## src/rtl/arbitro_senoide_pkg.sv

```systemverilog
// senoide_pkg: shared float32 type, state encoding and zero constant for the sine arbiter.
package senoide_pkg;
  localparam int FLOAT_W = 32;
  typedef logic [FLOAT_W-1:0] float32_t;
  typedef enum logic [1:0] {S_IDLE, S_RUN, S_DRAIN} arb_state_t;
  localparam float32_t FLOAT_CERO = 32'h0;
endpackage

```

## src/rtl/arbitro_senoide_if.sv

```systemverilog
// arbitro_senoide_if: requester-side request/result bus of the sine arbiter.
interface arbitro_senoide_if import senoide_pkg::*; #(parameter int N = 4);
  logic [N-1:0] req_valid, req_ready, res_valid;
  logic [N*FLOAT_W-1:0] req_data;
  float32_t res_data;
  modport master(output req_valid, req_data, input req_ready, res_valid, res_data);
  modport slave(input req_valid, req_data, output req_ready, res_valid, res_data);
endinterface

```

## src/rtl/arbitro_senoide_rr.sv

```systemverilog
// arbitro_rr: one-hot grant over req, round-robin from ptr, or lowest-index-wins with ARBITRO_SENOIDE_PRIORIDAD_FIJA_EN.
module arbitro_rr #(parameter int N = 4) (
  input  logic [N-1:0]         req,
`ifndef ARBITRO_SENOIDE_PRIORIDAD_FIJA_EN
  input  logic [$clog2(N)-1:0] ptr,
`endif
  output logic [N-1:0]         gnt
);
`ifdef ARBITRO_SENOIDE_PRIORIDAD_FIJA_EN
  assign gnt = req & (~req + 1'b1);
`else
  logic [N-1:0] hi;
  // requests at or above ptr win first; otherwise wrap to the lowest index
  assign hi  = req & ({N{1'b1}} << ptr);
  assign gnt = |hi ? hi & (~hi + 1'b1) : req & (~req + 1'b1);
`endif
endmodule

```

## src/rtl/arbitro_senoide.sv

```systemverilog
// arbitro_senoide: shares one fixed-latency sine core among N requesters with tagged result return.
// Build option: ARBITRO_SENOIDE_PRIORIDAD_FIJA_EN selects fixed priority instead of round-robin.
module arbitro_senoide import senoide_pkg::*; #(
  parameter int N       = 4,
  parameter int LATENCY = 4
) (
  input  logic                           clk,
  input  logic                           rst_n,
  input  logic                           en,
  arbitro_senoide_if.slave               bus,
  output float32_t                       sin_in,
  input  float32_t                       sin_out,
  output logic                           idle,
  output logic [$clog2(LATENCY+1)-1:0]   inflight
);
  localparam int PW = $clog2(N);
  localparam int IW = $clog2(LATENCY+1);
  arb_state_t state;
  logic [N-1:0] gnt;
  logic [PW-1:0] gidx;
  logic ok, issue, retire;
  logic [LATENCY-1:0] tag_v;
  logic [LATENCY-1:0][PW-1:0] tag_o;
  assign ok = rst_n && en && state != S_DRAIN;
`ifdef ARBITRO_SENOIDE_PRIORIDAD_FIJA_EN
  arbitro_rr #(.N(N)) u_rr (.req(bus.req_valid & {N{ok}}), .gnt(gnt));
`else
  logic [PW-1:0] ptr;
  arbitro_rr #(.N(N)) u_rr (.req(bus.req_valid & {N{ok}}), .ptr(ptr), .gnt(gnt));
  always_ff @(posedge clk or negedge rst_n)
    if (!rst_n) ptr <= '0;
    else if (issue) ptr <= gidx == PW'(N-1) ? '0 : gidx + 1'b1;
`endif
  assign bus.req_ready = gnt;
  assign issue  = |gnt;
  assign retire = tag_v[LATENCY-1];
  always_comb begin
    gidx   = '0;
    sin_in = FLOAT_CERO;
    for (int i = 0; i < N; i++)
      if (gnt[i]) begin
        gidx   = PW'(i);
        sin_in = bus.req_data[FLOAT_W*i +: FLOAT_W];
      end
  end
  // the last tag stage lines up with the core output of the same op
  assign bus.res_valid = retire ? N'(1) << tag_o[LATENCY-1] : '0;
  assign bus.res_data  = retire ? sin_out : FLOAT_CERO;
  assign idle = state == S_IDLE && inflight == '0;
  always_ff @(posedge clk or negedge rst_n)
    if (!rst_n) begin
      state    <= S_IDLE;
      inflight <= '0;
      tag_v    <= '0;
      tag_o    <= '0;
    end else begin
      inflight <= inflight + IW'(issue) - IW'(retire);
      tag_v    <= LATENCY'({tag_v, issue});
      tag_o    <= (LATENCY*PW)'({tag_o, gidx});
      state    <= state == S_IDLE ? (en && |bus.req_valid ? S_RUN : S_IDLE)
                : state == S_RUN  ? (!en ? S_DRAIN : (!(|bus.req_valid) && inflight == '0 ? S_IDLE : S_RUN))
                : (en ? S_RUN : (inflight == '0 ? S_IDLE : S_DRAIN));
    end
endmodule
```

## src/flat_wrapper.sv

```systemverilog
// flat-port wrapper written by rule: the top's interface ports become plain ports
module arbitro_senoide_flat import senoide_pkg::*;
#(
  parameter int N       = 4,
  parameter int LATENCY = 4
)
  (clk, rst_n, en, sin_in, sin_out, idle, inflight, bus_req_valid, bus_req_data, bus_req_ready, bus_res_valid, bus_res_data);
  arbitro_senoide_if #(.N(N)) bus_i ();
  input  logic clk;
  input  logic rst_n;
  input  logic en;
  output float32_t sin_in;
  input  float32_t sin_out;
  output logic idle;
  output logic [$clog2(LATENCY+1)-1:0] inflight;
  input wire logic [$bits(bus_i.req_valid)-1:0] bus_req_valid;
  input wire logic [$bits(bus_i.req_data)-1:0] bus_req_data;
  output wire logic [$bits(bus_i.req_ready)-1:0] bus_req_ready;
  output wire logic [$bits(bus_i.res_valid)-1:0] bus_res_valid;
  output wire logic [$bits(bus_i.res_data)-1:0] bus_res_data;
  assign bus_i.req_valid = bus_req_valid;
  assign bus_i.req_data = bus_req_data;
  assign bus_req_ready = bus_i.req_ready;
  assign bus_res_valid = bus_i.res_valid;
  assign bus_res_data = bus_i.res_data;
  arbitro_senoide #(.N(N), .LATENCY(LATENCY)) u_core (.clk(clk), .rst_n(rst_n), .en(en), .bus(bus_i), .sin_in(sin_in), .sin_out(sin_out), .idle(idle), .inflight(inflight));
endmodule
```

## config.mk

```make
export PLATFORM = sky130hd
export DESIGN_NAME = arbitro_senoide_flat
export DESIGN_NICKNAME = d
export VERILOG_FILES = /design/src/rtl/arbitro_senoide_pkg.sv /design/src/rtl/arbitro_senoide_if.sv /design/src/rtl/arbitro_senoide_rr.sv /design/src/rtl/arbitro_senoide.sv /design/src/flat_wrapper.sv
export SDC_FILE = /design/constraint.sdc
export NUM_CORES = 1
export LEC_CHECK = 0
export BUFFER_PORTS_ARGS = -buffer_cell sky130_fd_sc_hd__buf_4
export CORE_AREA = 5 5 91 93
export CTS_BUF_LIST = sky130_fd_sc_hd__clkbuf_8 sky130_fd_sc_hd__clkbuf_16
export CTS_CLUSTER_DIAMETER = 40
export CTS_CLUSTER_SIZE = 8
export DETAILED_ROUTE_END_ITERATION = 7
export DIE_AREA = 0 0 96 98
export GPL_ROUTABILITY_DRIVEN = 0
export PLACE_DENSITY = 0.69
export RECOVER_POWER = 100
export REMOVE_ABC_BUFFERS = 1
export SYNTH_ARGS = -nofsm -noshare
export SYNTH_HDL_FRONTEND = slang
export SYNTH_HIERARCHICAL = 1
export SYNTH_SLANG_ARGS = --single-unit
```

## constraint.sdc

```tcl
create_clock -name clk -period 4.9 [get_ports clk]
set_clock_uncertainty 0.1 [all_clocks]
set_input_delay 1.47 -clock clk [delete_from_list [all_inputs] [get_ports clk]]
set_output_delay 1.47 -clock clk [all_outputs]
set_load 0.02 [all_outputs]
```

After elaboration in Yosys (flattened, before gate mapping)
Index checks and enable logic that the tools add are counted.
{ "totals": {"reg_bits": 19, "input_bits": 167, "elab_cells": 53, "output_inout_bits": 76} }
{ "classes": {"shift": 2, "eq_ne": 3, "n_reduce_logical": 11, "n_mux": 18, "bitwise_logic": 6, "add_sub_neg": 5} }
{ "ops": {"columns": ["op", "count"], "rows": [
  ["two-way mux 32 bit", 5],
  ["AND 4 bit", 4],
  ["two-way mux 2 bit", 8],
  ["OR reduction 4 bit", 3],
  ["adder 4 x 1 -> 4 bit (second input constant)", 2],
  ["two-way mux 4 bit", 2],
  ["NOT 4 bit", 2],
  ["logical AND 1 bit", 5],
  ["<< shifter 1 x 2 -> 4 bit (first input constant)", 1],
  ["<< shifter 4 x 2 -> 4 bit (first input constant)", 1],
  ["adder 3 x 1 -> 3 bit", 1],
  ["zero test 3 bit", 1],
  ["two-way mux 1 bit", 3],
  ["subtractor 3 x 1 -> 3 bit", 1],
  ["adder 2 x 1 -> 2 bit (second input constant)", 1],
  ["== test 2 x 1 -> 1 bit (second input constant)", 1],
  ["== test 2 bit (second input constant)", 1],
  ["zero test 2 bit", 1],
  ["inequality test 2 bit (second input constant)", 1],
  ["zero test 1 bit", 1]
]} }

Longest topological paths before layout
Gate-level depths: netlist (run 1).
{ "depth": {"ltp_word": 13, "mapped_depth": 14} }

Hierarchy
Netlist (run 1), hierarchy kept.
{ "modules_own_cells": {"columns": ["module", "area_per_inst_um2", "cells_each", "n_inst"], "rows": [
  ["arbitro_senoide", 1914.3, 244, 1],
  ["arbitro_rr", 100.1, 17, 1]
]} }

Worst setup path after synthesis (run 1)
No wires, ideal clock.
{ "synth_timing": {"kind": "input -> output", "start": "input rst_n", "end": "output sin_in[30]", "t_arrival_ns": 3.271, "t_required_ns": 3.330, "n_path_buf": 1, "setup_slack_ns": 0.059, "stages": 9, "path_cell_list": "o211ai_1 -> nor2_1 -> nor2b_2 -> o21ai_0 -> and3_1 -> nor2b_1 -> buf_4 -> a221oi_1 -> o21ai_0"} }
{ "synth_via": {"elab_cells_between_ends": 16, "cone_classes": "add/sub (2); mux (5); bitwise (6); reduce/logical (3)"} }
{ "synth_rtl": {"columns": ["element", "line_no", "text"], "rows": [
  ["from (decl)", "flat_wrapper.sv:10", "input logic rst_n;"],
  ["logical AND 1 bit (*) (2 in a row)", "arbitro_senoide.sv:24", "assign ok = rst_n && en && state != S_DRAIN;"],
  ["AND 4 bit (*)", "arbitro_senoide.sv:29", "arbitro_rr #(.N(N)) u_rr (.req(bus.req_valid & {N{ok}}), .ptr(ptr), .gnt(gnt));"],
  ["AND 4 bit", "arbitro_senoide_rr.sv:14", "assign hi = req & ({N{1'b1}} << ptr);"],
  ["NOT 4 bit", "arbitro_senoide_rr.sv:15", "assign gnt = |hi ? hi & (~hi + 1'b1) : req & (~req + 1'b1);"],
  ["adder 4 x 1 -> 4 bit", "arbitro_senoide_rr.sv:15", null],
  ["AND 4 bit", "arbitro_senoide_rr.sv:15", null],
  ["two-way mux 4 bit (*)", "arbitro_senoide_rr.sv:15", null],
  ["via bus_req_ready[1]", "flat_wrapper.sv:18", "output wire logic [$bits(bus_i.req_ready)-1:0] bus_req_ready;"],
  ["two-way mux 32 bit (*) (3 in a row)", "arbitro_senoide.sv:41", "if (gnt[i]) begin"],
  ["to (decl)", "flat_wrapper.sv:12", "output float32_t sin_in;"]
]} }
The timed path passes the listed nets; every way through them passes the cells marked *.

Worst setup path after layout (run 1)
{ "layout_timing": {"start": "input en", "end": "output sin_in[15]"} }
{ "layout_via": {"elab_chain_len": 12, "elab_cells_between_ends": 16, "cone_classes": "add/sub (2); mux (5); bitwise (6); reduce/logical (3)"} }
{ "layout_rtl": {"columns": ["element", "line_no", "text"], "rows": [
  ["from (decl)", "flat_wrapper.sv:11", "input logic en;"],
  ["logical AND 1 bit (*) (2 in a row)", "arbitro_senoide.sv:24", null],
  ["AND 4 bit (*)", "arbitro_senoide.sv:29", null],
  ["AND 4 bit", "arbitro_senoide_rr.sv:14", null],
  ["NOT 4 bit", "arbitro_senoide_rr.sv:15", null],
  ["adder 4 x 1 -> 4 bit", "arbitro_senoide_rr.sv:15", null],
  ["AND 4 bit", "arbitro_senoide_rr.sv:15", null],
  ["two-way mux 4 bit (*)", "arbitro_senoide_rr.sv:15", null],
  ["two-way mux 32 bit (3 in a row)", "arbitro_senoide.sv:41", null],
  ["two-way mux 32 bit (*)", "arbitro_senoide.sv:41", null]
]} }
Every way passes the cells marked *; elsewhere a longest branch is shown, timed or not.

==> flow_metrics.env, run 1 <==
export IMPL_startpoint_type="input port"
export IMPL_yosys_top_cells_area="dfrtp_1 24%, nor2b_1 10%, and2_1 9.9%, a221oi_1 9.1%, a221oi_2 8.2%"
export IMPL_setup_slack_ns=-0.0554
export IMPL_max_slew_margin_pct=36.2
export IMPL_clk_pin_slew_worst_paths_ns=0.07
export IMPL_min_delay_start="u_core/tag_v[0]$_DFF_PN0_"
export IMPL_grt_max_degree=70
export IMPL_synth_commonest_cells="36 x nand2_1, 33 x nor2b_1, 32 x and2_1"
export IMPL_root_buffer="clkbuf_8"
export IMPL_vdd_drop_max_mv=0.104
export IMPL_worstMarginPinSlew_ns=0.957
export IMPL_ant_nets=0
export IMPL_wire_per_inst_um=16.9
export IMPL_drv_cap=0
export IMPL_drt_iter0_drc=74
export IMPL_totalPowerFinal_w=0.000887
export IMPL_ys_seq_area_share_pct=23.6
export IMPL_fmax_ghz=0.202
export IMPL_port_buffers=242
export IMPL_cts_tree="built"
export IMPL_grt_ovfl_total=0
export IMPL_finalInstanceArea_um2=4290
export IMPL_clock_sinks=19
export IMPL_cts_buffers=3
export IMPL_vias_per_cell=4.75
export IMPL_grt_use_total_pct=18.9
export IMPL_ios=243
export IMPL_syn_inst=261
export IMPL_ys_flop_type="dfrtp_1"
export IMPL_yosysMostFrequentCell="nand2_1"
export IMPL_area_growth_pct=113
export IMPL_period_needed_ns=4.96
export IMPL_drive_above_1_share_pct=62.7
export IMPL_status="finished with violations"
export IMPL_placed_cell_area_um2=3940
export IMPL_synth_area_um2=2010
export IMPL_ctsHtreeMaxLevel=1
export IMPL_slew_violations=0
export IMPL_rsz0062_at_grt="true"
export IMPL_core_um2=7450
export IMPL_violations="negative setup slack"
export IMPL_grt_pass1_vias=2851
export IMPL_dr_pass1_iters=4
export IMPL_clkLatencyLatePin_ns=0.25
export IMPL_cp_max_fo=8
export IMPL_critPathRequiredTime_ns=3.33
export IMPL_diodes=0
export IMPL_hpwl_mm=8.15
export IMPL_num_nets_final=675
export IMPL_worstSetupPathType="in -> out"
export IMPL_reg2reg_from="u_core/state[1]$_DFF_PN0_"
export IMPL_drc=0
export IMPL_endpoint_kind="output pin"
export IMPL_finalHoldViolCount=0
export IMPL_hp_class="reg -> reg"
export IMPL_synth_top_area_share_pct=23.6
export IMPL_ctsHoldBuffers=0
export IMPL_r2r_slack_ns=1.48
export IMPL_drt_wl_total_mm=10.3
export IMPL_fp_row_count=32
export IMPL_ys_warn_count=6
export IMPL_synth_edf_count=0
export IMPL_avgSynthCellArea_um2=7.72
export IMPL_worstPathArrival_ns=3.39
export IMPL_die_w_um=96
export IMPL_antenna_found_initial=0
export IMPL_ys_ff_latch=19
export IMPL_yosysTopAreaCell="dfrtp_1"
export IMPL_vias=2879
export IMPL_startpoint="en"
export IMPL_async_flop_share_pct=100
export IMPL_dieArea_um2=9410
export IMPL_setup_violations=25
export IMPL_p_per_area_nw_per_um2=207
export IMPL_die_y_um=98
export IMPL_fin_crit_sh_pct=101
export IMPL_clock_path_buffers=2
export IMPL_p_leak_nw=2.17
export IMPL_ys_types=34
export IMPL_initial_core_util_pct=27.0
export IMPL_grt_first_pass_wirelength_mm=14.1
[logic make-up (layout without fill, tap and decap cells)]
family	after synthesis	count (layout)	share of synthesized area, %
buffers and inverters	32	275	9.19
and+or+nand+nor	129	129	34.7
adders and majority gates	3	3	2.24
xor gates and xnor gates	2	2	0.870
DFF	19	19	23.6
AOI/OAI and AO/OA	76	76	29.4
[cells in the final DEF (no fill, tap or decap), types with 2 or more instances in the layout]
master / instances
ha_1: 2
nand2b_1: 2
nor2_2: 3
nand2_4: 5
buf_4: 239
nand2_1: 19
inv_1: 11
and2_1: 32
o21ai_2: 12
buf_12: 4
o21ai_1: 21
clkbuf_16: 2
clkbuf_8: 3
a21oi_1: 3
nand2_2: 12
buf_6: 14
a221oi_1: 19
dfrtp_1: 19
nor2_1: 11
xnor2_1: 2
nor4_1: 2
a221oi_2: 13
nor2b_1: 32
[layout make-up]
| class | count | area (µm²) |
|---|---|---|
| clock inverters | 1 | 5.00 |
| inverters | 11 | 41.3 |
| flip-flops and latches | 19 | 475 |
| clock buffers | 3 | 41.3 |
| well taps | 102 | 128 |
| fillers | 654 | 3150 |
| multi-input cells | 210 | 1520 |
| repair buffers | 260 | 2090 |
[state kept, by name, summed over array words and instances, names as in the netlist]
| name | flops |
|---|---|
| u_core/tag_o | 8 |
| u_core/state | 2 |
| u_core/tag_v | 4 |
| u_core/ptr | 2 |
| u_core/inflight | 3 |
[worst paths after layout]
path	to	cells past startpoint
setup reg to reg	u_core/inflight[2]$_DFF_PN0_	14
setup / recovery	sin_in[15]	12
hold reg to reg	u_core/tag_v[1]$_DFF_PN0_	0
max in group asynchronous	u_core/tag_o[7]$_DFF_PN0_	2
min in group asynchronous	u_core/inflight[2]$_DFF_PN0_	2
hold / removal	u_core/tag_v[1]$_DFF_PN0_	0
[critical path, stage by stage]
cell	delay (ns)
buf_6	0.07
o211ai_1	0.20
nor2_1	0.19
buf_4	0.15
nor2_4	0.04
o221a_4	0.32
nor4b_4	0.30
buf_6	0.18
clkbuf_16	0.17
nand2_1	0.05
o21ai_1	0.08
buf_4	0.17
[timing repair]
| item | 4_1_cts | 5_1_grt |
|---|---|---|
| endpoints found under the setup margin | 13 | 32 |
| setup buffers | 0 | 5 |
| cloned | 0 | 3 |
| resized for setup | 2 | 59 |
| pin swaps | 0 | 12 |
[power by group]
part	internal [W]	total, W	switching [W]
clock	0.0000565	0.000106	0.0000495
combinational	0.000289	0.000555	0.000266
sequential	0.000189	0.000226	0.0000374
total	0.000534	0.000887	0.000353
[through the flow]
stage | utilization, % | worst slack [ns] | cells | setup TNS (ns) | hold WS, ns
floorplan | - | -1.59 | 240 | -45.13 | 0.231
global placement | 53.0 | -0.0210 | 594 | -0.0224 | 0.232
detailed placement | 53.0 | -0.0648 | 594 | -0.110 | 0.237
CTS | 53.7 | 0.00841 | 598 | 0 | 0.252
global route | 57.6 | -0.149 | 606 | -3.68 | 0.268
finish | 57.6 | -0.0554 | 606 | -0.747 | 0.250
[routing by layer]
metal	global-route usage (%)	up-vias	wire length, µm
met5	0	-	0
met4	6.02	0	211
met3	8.94	16	1430
met2	34.5	156	5380
met1	18.2	1309	3240
li1	-	1398	-
Note: power is estimated with default switching activity, not from simulation.
==> inputs of run 2 (changes only) <==
--- a/config.mk
+++ b/config.mk
@@ -8,3 +8,6 @@
 export BUFFER_PORTS_ARGS = -buffer_cell sky130_fd_sc_hd__buf_4
-export CORE_AREA = 5 5 91 93
+export CELL_PAD_IN_SITES_DETAIL_PLACEMENT = 1
+export CELL_PAD_IN_SITES_GLOBAL_PLACEMENT = 2
+export CORE_MARGIN = 5
+export CORE_UTILIZATION = 15
 export CTS_BUF_LIST = sky130_fd_sc_hd__clkbuf_8 sky130_fd_sc_hd__clkbuf_16
@@ -13,5 +16,5 @@
 export DETAILED_ROUTE_END_ITERATION = 7
-export DIE_AREA = 0 0 96 98
 export GPL_ROUTABILITY_DRIVEN = 0
-export PLACE_DENSITY = 0.69
+export GPL_TIMING_DRIVEN = 0
+export PLACE_DENSITY_LB_ADDON = 0.1
 export RECOVER_POWER = 100
--- a/constraint.sdc
+++ b/constraint.sdc
@@ -4,2 +4,2 @@
 set_output_delay 1.47 -clock clk [all_outputs]
-set_load 0.02 [all_outputs]
+set_load 0.05 [all_outputs]
==> flow_metrics.env, run 2 (synthesis results as in run 1) <==
export IMPL_status="finished with violations"
export IMPL_violations="negative setup slack"
export IMPL_drive_above_1_share_pct=73.1
export IMPL_top_usage_layer="met2"
export IMPL_nFillCells=1533
export IMPL_fmax_ghz=0.197
export IMPL_num_nets_final=695
export IMPL_rr_endpoint="u_core/inflight[2]$_DFF_PN0_"
export IMPL_fin_crit_sh_pct=103
export IMPL_initial_core_util_pct=15.3
export IMPL_drt_wl_total_mm=13.8
export IMPL_r2r_cells=16
export IMPL_rsz0062_at_grt="true"
export IMPL_drc=0
export IMPL_core_um2=13200
export IMPL_ff_latch_area_um2=475
export IMPL_final_util_pct=38.8
export IMPL_startpoint_type="input port"
export IMPL_worstMarginPinSlew_ns=0.847
export IMPL_ios=243
export IMPL_drv_cap=0
export IMPL_grt_use_met1_pct=16.0
export IMPL_grt_ovfl_total=0
export IMPL_vias=3125
export IMPL_min_delay_start="u_core/tag_o[5]$_DFF_PN0_"
export IMPL_setup_slack_ns=-0.168
export IMPL_vias_per_cell=4.46
export IMPL_use_met3_pct=6.56
export IMPL_p_leak_nw=2.52
export IMPL_hp_class="reg -> reg"
export IMPL_use_met2_pct=29.2
export IMPL_cts_tree="built"
export IMPL_die_w_um=126
export IMPL_die_y_um=126
export IMPL_worstSetupPathType="in -> out"
export IMPL_grt_first_pass_wirelength_mm=19.4
export IMPL_finalHoldViolCount=0
export IMPL_dr_pass1_iters=4
export IMPL_dieArea_um2=15800
export IMPL_fin_setup_tns_ns=-3.48
export IMPL_clk_pin_slew_worst_paths_ns=0.05
export IMPL_multi_input_area_um2=1880
export IMPL_p_per_area_nw_per_um2=239
export IMPL_ctsHtreeMaxLevel=1
export IMPL_mostFrequentLayoutCell="buf_4"
export IMPL_cp_max_fo=6
export IMPL_clkLatencyLatePin_ns=0.25
export IMPL_fp_row_count=42
export IMPL_drt_iter0_drc=39
export IMPL_port_buffers=242
export IMPL_setup_violations=32
export IMPL_grt_pass1_vias=3394
export IMPL_ant_nets=0
export IMPL_reg2reg_from="u_core/state[1]$_DFF_PN0_"
export IMPL_endpoint_kind="output pin"
export IMPL_max_slew_margin_pct=43.6
export IMPL_area_growth_pct=154
export IMPL_hold_depth=0
export IMPL_hpwl_mm=9.53
export IMPL_r2r_slack_ns=1.31
export IMPL_antenna_found_initial=0
export IMPL_final_cell_mix="224 x buf_4, 39 x buf_6, 32 x nor2b_1, 32 x o21ai_2, 32 x and2_1"
export IMPL_worstPathArrival_ns=3.50
export IMPL_clock_sinks=19
export IMPL_grt_use_total_pct=15.5
export IMPL_reg_top3="u_core/tag_o x8, u_core/tag_v x4, u_core/inflight x3"
export IMPL_wire_per_inst_um=19.7
export IMPL_root_buffer="clkbuf_16"
export IMPL_period_needed_ns=5.07
export IMPL_clock_path_buffers=2
export IMPL_diodes=0
export IMPL_critPathRequiredTime_ns=3.33
export IMPL_regMostFlops="u_core/tag_o"
export IMPL_post_place_ws_ns=-1.38
export IMPL_cts_buffers=3
export IMPL_largest_reg_flops=8
export IMPL_hold_path_end="u_core/tag_o[7]$_DFF_PN0_"
export IMPL_grt_max_degree=38
export IMPL_vdd_drop_max_mv=0.0979
export IMPL_slew_violations=0
[run 2: how the worst max path moves through the flow]
stage,start,to,slack [ns],cells past startpoint
6_report,rst_n,sin_in[15],-0.17,16
5_1_grt,rst_n,sin_in[27],-0.28,15
4_1_cts,en,sin_in[28],-0.19,14
3_5_place_dp,rst_n,sin_in[30],-1.38,11
3_3_place_gp,rst_n,sin_in[10],-3.78,10
2_1_floorplan,rst_n,sin_in[30],-2.36,8
[run 2: cell type report]
type / count / area share (%)
Multi-Input combinational cell: 213 / 36.7
Clock buffer: 3 / 1.47
Clock inverter: 1 / 0.0978
Inverter: 11 / 0.806
Timing Repair Buffer: 277 / 47.3
Tap cell: 176 / 4.30
Sequential cell: 19 / 9.29
[run 2: repair_timing]
item                                    4_1_cts  5_1_grt
pin swaps                                    13       20
gates resized for setup                      76       87
endpoints found under the setup margin       34       33
buffers inserted                             14       10
endpoints found under the hold margin         0        0
hold buffers                                  0        0
gates cloned                                  5        5
[run 2: routing by layer]
layer  wire length [µm]  up-vias
li1                   -     1456
met1               4760     1488
met2               7330      165
met3               1480       16
met4                246        0
met5                  0        -
[run 2: where the power goes]
part	switching, W	internal (W)	leakage [nW]
clock	0.0000558	0.000109	0.0409
combinational	0.000484	0.000342	2.24
sequential	0.0000461	0.000189	0.239
total	0.000586	0.000640	2.52
[run 2: metrics by stage]
| stage | std cells | instance area (µm²) | hold WS [ns] | power (W) |
|---|---|---|---|---|
| after floorplan | 240 | 1870 | 0.231 | 0.000641 |
| after global placement | 658 | 3910 | 0.232 | 0.000914 |
| after detailed placement | 662 | 3980 | 0.236 | 0.000932 |
| after CTS | 685 | 4580 | 0.248 | 0.00118 |
| after global routing | 700 | 5120 | 0.257 | 0.00129 |
| final | 700 | 5120 | 0.245 | 0.00123 |
[run 2: critical path: stages]
cell      delay [ns]
buf_16          0.10
o211ai_1        0.11
buf_4           0.19
nor2_4          0.05
a21o_1          0.17
a21oi_2         0.13
o21a_4          0.15
buf_12          0.10
buf_6           0.09
nor2b_4         0.04
buf_12          0.13
buf_12          0.13
buf_4           0.13
a221oi_2        0.25
o21ai_2         0.09
buf_6           0.15
==> inputs of run 3 (changes only) <==
Settings changed: ABC_AREA set to 1.
==> flow_metrics.env, run 3 <==
export IMPL_status="finished with violations"
export IMPL_violations="negative setup slack"
export IMPL_cts_buffers=3
export IMPL_worstMarginPinSlew_ns=1.02
export IMPL_worstPathArrival_ns=3.37
export IMPL_vias=3921
export IMPL_path_buf_inv=6
export IMPL_die_w_um=140
export IMPL_post_place_ws_ns=-1.15
export IMPL_grt_max_degree=35
export IMPL_area_growth_pct=121
export IMPL_initial_core_util_pct=15.3
export IMPL_p_leak_nw=3.25
export IMPL_synth_edf_count=0
export IMPL_ios=243
export IMPL_vias_per_cell=4.05
export IMPL_crit_family="buffers and inverters"
export IMPL_async_flop_share_pct=100
export IMPL_ctsHtreeMaxLevel=1
export IMPL_hp_class="reg -> reg"
export IMPL_p_per_area_nw_per_um2=282
export IMPL_yosysTopAreaCell="nand2_1"
export IMPL_nFillCells=2106
export IMPL_grt_ovfl_total=0
export IMPL_hpwl_mm=10.9
export IMPL_synth_area_um2=2550
export IMPL_max_stage_delay_ns=0.27
export IMPL_vdd_drop_max_mv=0.292
export IMPL_port_buffers=242
export IMPL_fp_row_count=47
export IMPL_cts_tree="built"
export IMPL_crit_chain="buf_8 -> o211ai_1 -> nor2_2 -> inv_2 -> buf_4 -> nand3_2 -> a21oi_4 -> clkbuf_16 -> nor2_8 -> clkbuf_16 -> nand2_2 -> nand2_1 -> nand2_1 -> nand2_1 -> buf_6"
export IMPL_grt_first_pass_wirelength_mm=23.6
export IMPL_ctsHoldBuffers=0
export IMPL_yosys_top_cells_area="nand2_1 38%, dfrtp_1 19%, inv_1 8.3%, nor2_1 6.9%, a21boi_1 5.9%"
export IMPL_synth_top_area_share_pct=37.6
export IMPL_dr_pass1_iters=4
export IMPL_drv_cap=0
export IMPL_endpoint_kind="output pin"
export IMPL_core_um2=16600
export IMPL_max_slew_margin_pct=31.7
export IMPL_fin_setup_tns_ns=-0.475
export IMPL_ys_ff_latch=19
export IMPL_regMostFlops="u_core/tag_o"
export IMPL_fmax_ghz=0.202
export IMPL_cpMostUsedCell="nand2_1"
export IMPL_period_needed_ns=4.94
export IMPL_rsz0062_at_grt="true"
export IMPL_critPathRequiredTime_ns=3.33
export IMPL_totalPowerFinal_w=0.00159
export IMPL_synth_commonest_cells="255 x nand2_1, 56 x inv_1, 47 x nor2_1"
export IMPL_ant_nets=0
export IMPL_finalInstanceArea_um2=5630
export IMPL_crit_slowest_cell="nor2_2"
export IMPL_root_buffer="clkbuf_16"
export IMPL_cp_max_fo=8
export IMPL_die_y_um=140
export IMPL_antenna_found_initial=0
export IMPL_setup_slack_ns=-0.0409
export IMPL_clock_sinks=19
export IMPL_drt_iter0_drc=102
export IMPL_syn_inst=481
export IMPL_clk_pin_slew_worst_paths_ns=0.05
export IMPL_clock_path_buffers=2
export IMPL_slew_violations=0
export IMPL_final_cell_mix="227 x buf_4, 227 x nand2_1, 54 x inv_1, 38 x nor2_1, 38 x nand2_2"
export IMPL_ys_types=24
export IMPL_dieArea_um2=19700
export IMPL_drive_above_1_share_pct=49.3
export IMPL_num_nets_final=919
export IMPL_ys_seq_area_share_pct=18.7
export IMPL_clkLatencyLatePin_ns=0.25
export IMPL_startpoint_type="input port"
export IMPL_drt_wl_total_mm=15.9
export IMPL_setup_violations=24
export IMPL_drc=0
export IMPL_reg_top3="u_core/tag_o x8, u_core/tag_v x4, u_core/inflight x3"
export IMPL_avgSynthCellArea_um2=5.29
export IMPL_grt_use_total_pct=15.1
export IMPL_wire_per_inst_um=16.4
export IMPL_diodes=0
export IMPL_placed_cell_area_um2=4570
export IMPL_fin_crit_sh_pct=101
export IMPL_ys_warn_count=6
export IMPL_worstSetupPathType="in -> out"
export IMPL_grt_pass1_vias=4182
export IMPL_largest_reg_flops=8
export IMPL_yosysMostFrequentCell="nand2_1"
export IMPL_ys_flop_type="dfrtp_1"
export IMPL_finalHoldViolCount=0
-- run 3: layer usage --
metal	GRT usage [%]	up-vias	routed length (µm)
li1	-	1955	-
met1	16.7	1786	5950
met2	27.3	166	8000
met3	6.17	14	1680
met4	2.86	0	233
met5	0	-	0
-- run 3: final cells by class --
class | instances | area, µm² | area share, %
flip-flops and latches | 19 | 475 | 8.44
well taps | 220 | 275 | 4.89
clock inverters | 1 | 5.00 | 0.0888
repair buffers | 288 | 2580 | 45.9
inverters | 57 | 225 | 4.00
multi-input cells | 379 | 1980 | 35.2
repair inverters | 1 | 7.51 | 0.133
clock buffers | 3 | 75.1 | 1.33
-- run 3: kinds of logic (layout without fill, tap and decap cells) --
family,count (synthesis),count (layout),synth area share (%)
simple gates,333,336,52.4
fa+ha+maj,3,3,1.77
compound gates,39,39,10.9
buf+inv,86,350,15.9
flops,19,19,18.7
xor+xnor,1,1,0.344
-- run 3: final timing paths --
check / start / endpoint / slack [ns] / cells past startpoint
setup / recovery: en / sin_in[24] / -0.04 / 15
hold reg to reg: u_core/tag_o[5]$_DFF_PN0_ / u_core/tag_o[7]$_DFF_PN0_ / 0.25 / 0
min in group asynchronous: rst_n / u_core/tag_o[6]$_DFF_PN0_ / 1.07 / 1
max in group asynchronous: rst_n / u_core/tag_o[5]$_DFF_PN0_ / 3.21 / 2
setup reg to reg: u_core/state[1]$_DFF_PN0_ / u_core/inflight[2]$_DFF_PN0_ / 1.08 / 23
hold / removal: u_core/tag_o[5]$_DFF_PN0_ / u_core/tag_o[7]$_DFF_PN0_ / 0.25 / 0
-- run 3: worst register-to-register path, stage by stage, from the launching register on --
cell      delay, ns
dfrtp_1        0.37
inv_1          0.08
o211ai_1       0.45
nor2_2         0.11
buf_6          0.16
nand2_8        0.08
nor2_4         0.04
nor2_2         0.11
nand2_2        0.11
buf_4          0.16
buf_12         0.12
nand2_8        0.17
buf_4          0.15
nor2_1         0.05
nand2_1        0.10
inv_1          0.06
ha_1           0.29
inv_1          0.05
ha_1           0.19
fa_1           0.39
xnor2_1        0.20
inv_1          0.07
nand2_1        0.07
nand2_1        0.05
-- run 3: what timing repair did --
action / 4_1_cts / 5_1_grt
gates resized for setup: 82 / 61
setup buffers: 28 / 9
pin swaps: 18 / 31
cloned: 7 / 2
setup endpoints to repair: 35 / 32
-- run 3: power breakdown --
group	internal (W)	switching, W
Combinational	0.000440	0.000739
Sequential	0.000198	0.0000483
Clock	0.000109	0.0000542
Total	0.000747	0.000842
-- run 3: stage by stage --
stage / hold WS [ns] / utilization (%) / cells
2_1_floorplan: 0.231 / - / 452
3_3_place_gp: 0.231 / 26.7 / 914
3_5_place_dp: 0.236 / 27.5 / 919
4_1_cts: 0.246 / 32.0 / 958
5_1_grt: 0.255 / 33.8 / 968
6_report: 0.246 / 33.8 / 968
